[config.mk]
export PLATFORM = sky130hd
export DESIGN_NAME = if_id_hazard_ctrl
export DESIGN_NICKNAME = d
export VERILOG_FILES = /design/src/rtl/if_id_hazard_ctrl.sv
export SDC_FILE = /design/constraint.sdc
export NUM_CORES = 1
export LEC_CHECK = 0
export ABC_AREA = 1
export CAP_MARGIN = 20
export CORE_MARGIN = 10
export CORE_UTILIZATION = 40
export CTS_CLUSTER_DIAMETER = 60
export DETAILED_ROUTE_END_ITERATION = 8
export GPL_ROUTABILITY_DRIVEN = 0
export HOLD_SLACK_MARGIN = 0.12
export PLACE_DENSITY_LB_ADDON = 0.1
export SYNTH_ARGS = -nofsm -noshare
export SYNTH_HDL_FRONTEND = slang
export SYNTH_SLANG_ARGS = --single-unit
[constraint.sdc]
create_clock -name i_clk -period 2.26 [get_ports i_clk]
set_input_delay 0.226 -clock i_clk [delete_from_list [all_inputs] [get_ports i_clk]]
set_output_delay 0.226 -clock i_clk [all_outputs]
set_load 0.05 [all_outputs]
[src/rtl/if_id_hazard_ctrl.sv]
// IF/ID front-end sequencer: load-use stalls, redirect squashes, HALT freeze and stall counter.
// Optional debug single-step support is compiled in when IF_ID_DEBUG_STEP_EN is defined.
module if_id_hazard_ctrl #(
    parameter int NBITS = 32,
    parameter int NREG  = 5
) (
    input  logic             i_clk,
    input  logic             i_reset_n,
    input  logic             i_ID_EX_MemRead,
    input  logic [NREG-1:0]  i_ID_EX_Rt,
    input  logic [NREG-1:0]  i_IF_ID_Rs,
    input  logic [NREG-1:0]  i_IF_ID_Rt,
    input  logic             i_Branch_Taken,
    input  logic             i_Jump,
    input  logic             i_Halt,
    input  logic             i_Dbg_Step,
    input  logic             i_Dbg_Resume,
    output logic             o_PC_Write,
    output logic             o_IF_ID_Write,
    output logic             o_IF_ID_Flush,
    output logic             o_ID_EX_Bubble,
    output logic             o_Halted,
    output logic [NBITS-1:0] o_stall_count
);

`ifdef IF_ID_DEBUG_STEP_EN
    typedef enum logic [1:0] {RUN = 2'd0, HALT = 2'd1, STEP = 2'd2} state_t;
`else
    typedef enum logic [1:0] {RUN = 2'd0, HALT = 2'd1} state_t;

    logic unused_dbg;
    assign unused_dbg = i_Dbg_Step ^ i_Dbg_Resume;
`endif

    state_t           state_q;
    state_t           state_d;
    logic             lu;
    logic             rd;
    logic             count_en;
    logic [NBITS-1:0] stall_count_q;

    function automatic logic [NBITS-1:0] sat_inc(input logic [NBITS-1:0] v);
        return (&v) ? v : v + 1'b1;
    endfunction

    assign lu = i_ID_EX_MemRead && (i_ID_EX_Rt != '0) &&
                ((i_ID_EX_Rt == i_IF_ID_Rs) || (i_ID_EX_Rt == i_IF_ID_Rt));
    assign rd = i_Branch_Taken || i_Jump;

    // Only live pipeline cycles (RUN or the single STEP cycle) can stall.
    assign count_en = (state_q != HALT) && lu && !rd;

    always_comb begin
        state_d        = state_q;
        o_PC_Write     = 1'b1;
        o_IF_ID_Write  = 1'b1;
        o_IF_ID_Flush  = 1'b0;
        o_ID_EX_Bubble = 1'b0;
        o_Halted       = 1'b0;

        if (state_q == HALT) begin
            o_PC_Write     = 1'b0;
            o_IF_ID_Write  = 1'b0;
            o_ID_EX_Bubble = 1'b1;
            o_Halted       = 1'b1;
        end else if (rd) begin
            o_IF_ID_Flush  = 1'b1;
        end else if (lu) begin
            o_PC_Write     = 1'b0;
            o_IF_ID_Write  = 1'b0;
            o_ID_EX_Bubble = 1'b1;
        end

        case (state_q)
            RUN: begin
                // A redirect squashes the HALT sitting in IF/ID.
                if (i_Halt && !rd) state_d = HALT;
            end
            HALT: begin
`ifdef IF_ID_DEBUG_STEP_EN
                if (i_Dbg_Resume)    state_d = RUN;
                else if (i_Dbg_Step) state_d = STEP;
`endif
            end
`ifdef IF_ID_DEBUG_STEP_EN
            STEP:    state_d = HALT;
`endif
            default: state_d = RUN;
        endcase
    end

    always_ff @(posedge i_clk or negedge i_reset_n) begin
        if (!i_reset_n) begin
            state_q       <= RUN;
            stall_count_q <= '0;
        end else begin
            state_q <= state_d;
            if (count_en) stall_count_q <= sat_inc(stall_count_q);
        end
    end

    assign o_stall_count = stall_count_q;

endmodule

==> flow_summary.ini <==
[run_status]
status = complete, no violations

[worst_setup_path]
worstPathArrival_ns = 2.22
crit_family = simple AND/OR/NAND/NOR gates
critPathRequiredTime_ns = 2.43
cpPeakStageDelay_ns = 0.41
crit_buf_inv = 1
r2r_slack_ns = 0.21
start_kind = flip-flop
end_kind = flip-flop
critPathMaxFanout = 10
critPathKind = reg -> reg
cp_cell_sequence = ha_1 > nand3_2 > nor2_4 > nand2_2 > nor2_4 > nand3_1 > nor2_2 > nor2_1 > buf_4 > nand3_1 > nand2_1
cp_slowest_cell = dfrtp_1

[die]
die_w_um = 101.1
die_height_um = 101.1
io_pins = 60
die_area_sq_mm = 0.01021
start_util = 0.4138
fp.coreArea_sq_mm = 0.006350
rows = 29

[yosys]
seq_area_frac_synth = 0.3143
ys_warn_count = 0
syn_avg_cell_area_sq_um = 6.271
syn-num-nets = 443
synthesis.area_sq_mm = 0.002628
syn_inst = 419
yosysUniqueCellTypes = 26
ys_ff_latch = 33

[cells_and_area]
multi_input_area_sq_mm = 0.001465
fin_nets = 506
fillers = 643
n_antenna_cell = 0
regArea_sq_um = 825.8
fin_cells = 558
synthToLayoutAreaGrowth_pct = 28.81
drive_above_1_share = 0.08108

[clock_network]
clock-sinks = 33
postCtsResizedCells = 0
h-tree-depth = 2
postCtsSetupBuffers = 0
path_clk_slew_ns = 0.07
cts_hold_buf = 0
cts_buffers = 5
clk_latency_ns = 0.29
cts_root_buf = clkbuf_8
tritoncts = done
clockBufferDepth = 2

[sta]
grt_setup_unrepaired = no
setup-violations-final = 0
setup_ws_ns = 0.2113
min_period_ns = 2.049
max_slew_margin = 0.6533
slew_violations = 0
max_clock_freq_ghz = 0.4881
period_share = 0.9065
whs_ns = 0.3595
hold_viol = 0
finClkSkew_ns = 0.006449
tns_ns = 0
worst_pin_slew_ns = 0.5184

[grt]
antenna_found_initial = 0
top_usage_layer = met2
grt_pass1_vias = 2674
grt_pass1_wl_mm = 13.17
grt_start_max_net_pins = 34
track_usage = 0.1583
grt_overflow = 0
grt.met2_usage = 0.2607
grt_use_met3 = 0.04595
grt_use_met1 = 0.1960

[detailed_routing]
routed_via_density = 4.912
ant_nets = 0
vias = 2741
route.detailed.drc = 0
drt-initial-drc-count = 87
drtPass1Iterations = 4
wl_per_cell_um = 13.73
finalWirelength_mm = 7.660

[power]
leakage_nw = 1.798
power_density_mw_per_mm2 = 326.7
irDropWorstVdd_uv = 188.0

[placed_design]
dp_cells = 552
post-place-ws_ns = 0.2338
io_buffers = 57
dpl.hpwl_mm = 6.023

[hold_path]
hp-class = in -> async

[job]
maxCapViolCount = 0
## synth_stat cells, drive strengths merged
library cell,n,area [sq um]
buf,7,61.30
xnor2,3,26.28
dfrtp,33,825.8
ha,1,12.51
o21ai,17,85.08
nand3,33,180.2
o21bai,15,112.6
and3,2,12.51
nor2,52,230.2
nor3,12,65.06
nand2,143,539.3
nand3b,1,7.510
nand4,14,87.58
clkbuf,3,11.26
inv,71,266.5
xor2,11,96.34
nor3b,1,7.510
## cells by family after synthesis
| group | Yosys count | synth area share |
|---|---|---|
| AND/OR/NAND/NOR | 258 | 0.4300 |
| buffers and inverters | 81 | 0.1290 |
| flip-flops | 33 | 0.3143 |
| AO/OA/AOI/OAI | 32 | 0.07524 |
| XOR/XNOR | 14 | 0.04667 |
| adder cells (fa/ha/maj) | 1 | 0.004761 |
## metrics by stage
stage | util | area (sq um) | total power [mW]
global route | 0.5330 | 3385 | 1.164
detailed placement | 0.5214 | 3311 | 0.6943
CTS | 0.5330 | 3385 | 1.123
finish | 0.5330 | 3385 | 1.106
global placement | 0.5214 | 3311 | 0.6927
floorplan | - | 2634 | 0.6332
## registers in the layout, indices dropped and copies added (netlist names)
register       flops
state_q            1
o_stall_count     32
## path summary, 6_finish.rpt
kind                                       start                end  cells after the start
min in group i_clk                        i_Halt         state_q[0]                      3
worst min-delay path                   i_reset_n  o_stall_count[19]                      2
worst max-delay path            o_stall_count[0]   o_stall_count[4]                     11
worst max register to register  o_stall_count[0]   o_stall_count[4]                     11
max in group asynchronous              i_reset_n   o_stall_count[2]                      2
worst min register to register  o_stall_count[1]   o_stall_count[1]                      2
## placed cells by master, fill, tap and decap left out
master	n
inv_1	65
nand3_1	30
buf_12	2
buf_4	11
and3_1	2
nor2_1	44
inv_2	5
nor3_2	1
nor3b_1	1
nor2_2	5
ha_1	1
clkinv_2	1
nand4_1	14
nand3_2	3
xnor2_1	3
o21ai_1	5
nand2_1	141
xor2_1	11
clkinvlp_4	1
nand3b_1	1
clkbuf_8	5
clkdlybuf4s50_1	53
nand2_2	2
nor2_4	3
o21ai_0	12
nor3_1	11
o21bai_1	15
dfrtp_1	33
## routing by layer
layer,vias to the layer above,share of wire
li1,1422,-
met1,1259,0.46
met2,52,0.48
met3,8,0.056
met4,0,0.012
met5,-,0
## where the power goes
| part | switching (mW) | internal [mW] | leakage, nW |
|---|---|---|---|
| Combinational | 0.0456 | 0.0463 | 1.43 |
| Clock | 0.221 | 0.203 | 0.0399 |
| Sequential | 0 | 0.590 | 0.325 |
## area by class of cell
class	instances	share of cell area
inverter	71	0.07985
sequential	33	0.2440
multi-input combinational	305	0.4329
tap	77	0.02847
clock inverter	1	0.001479
clock buffer	5	0.02033
timing repair buffer	66	0.1930
No activity file was read; power rests on OpenSTA's default activity.
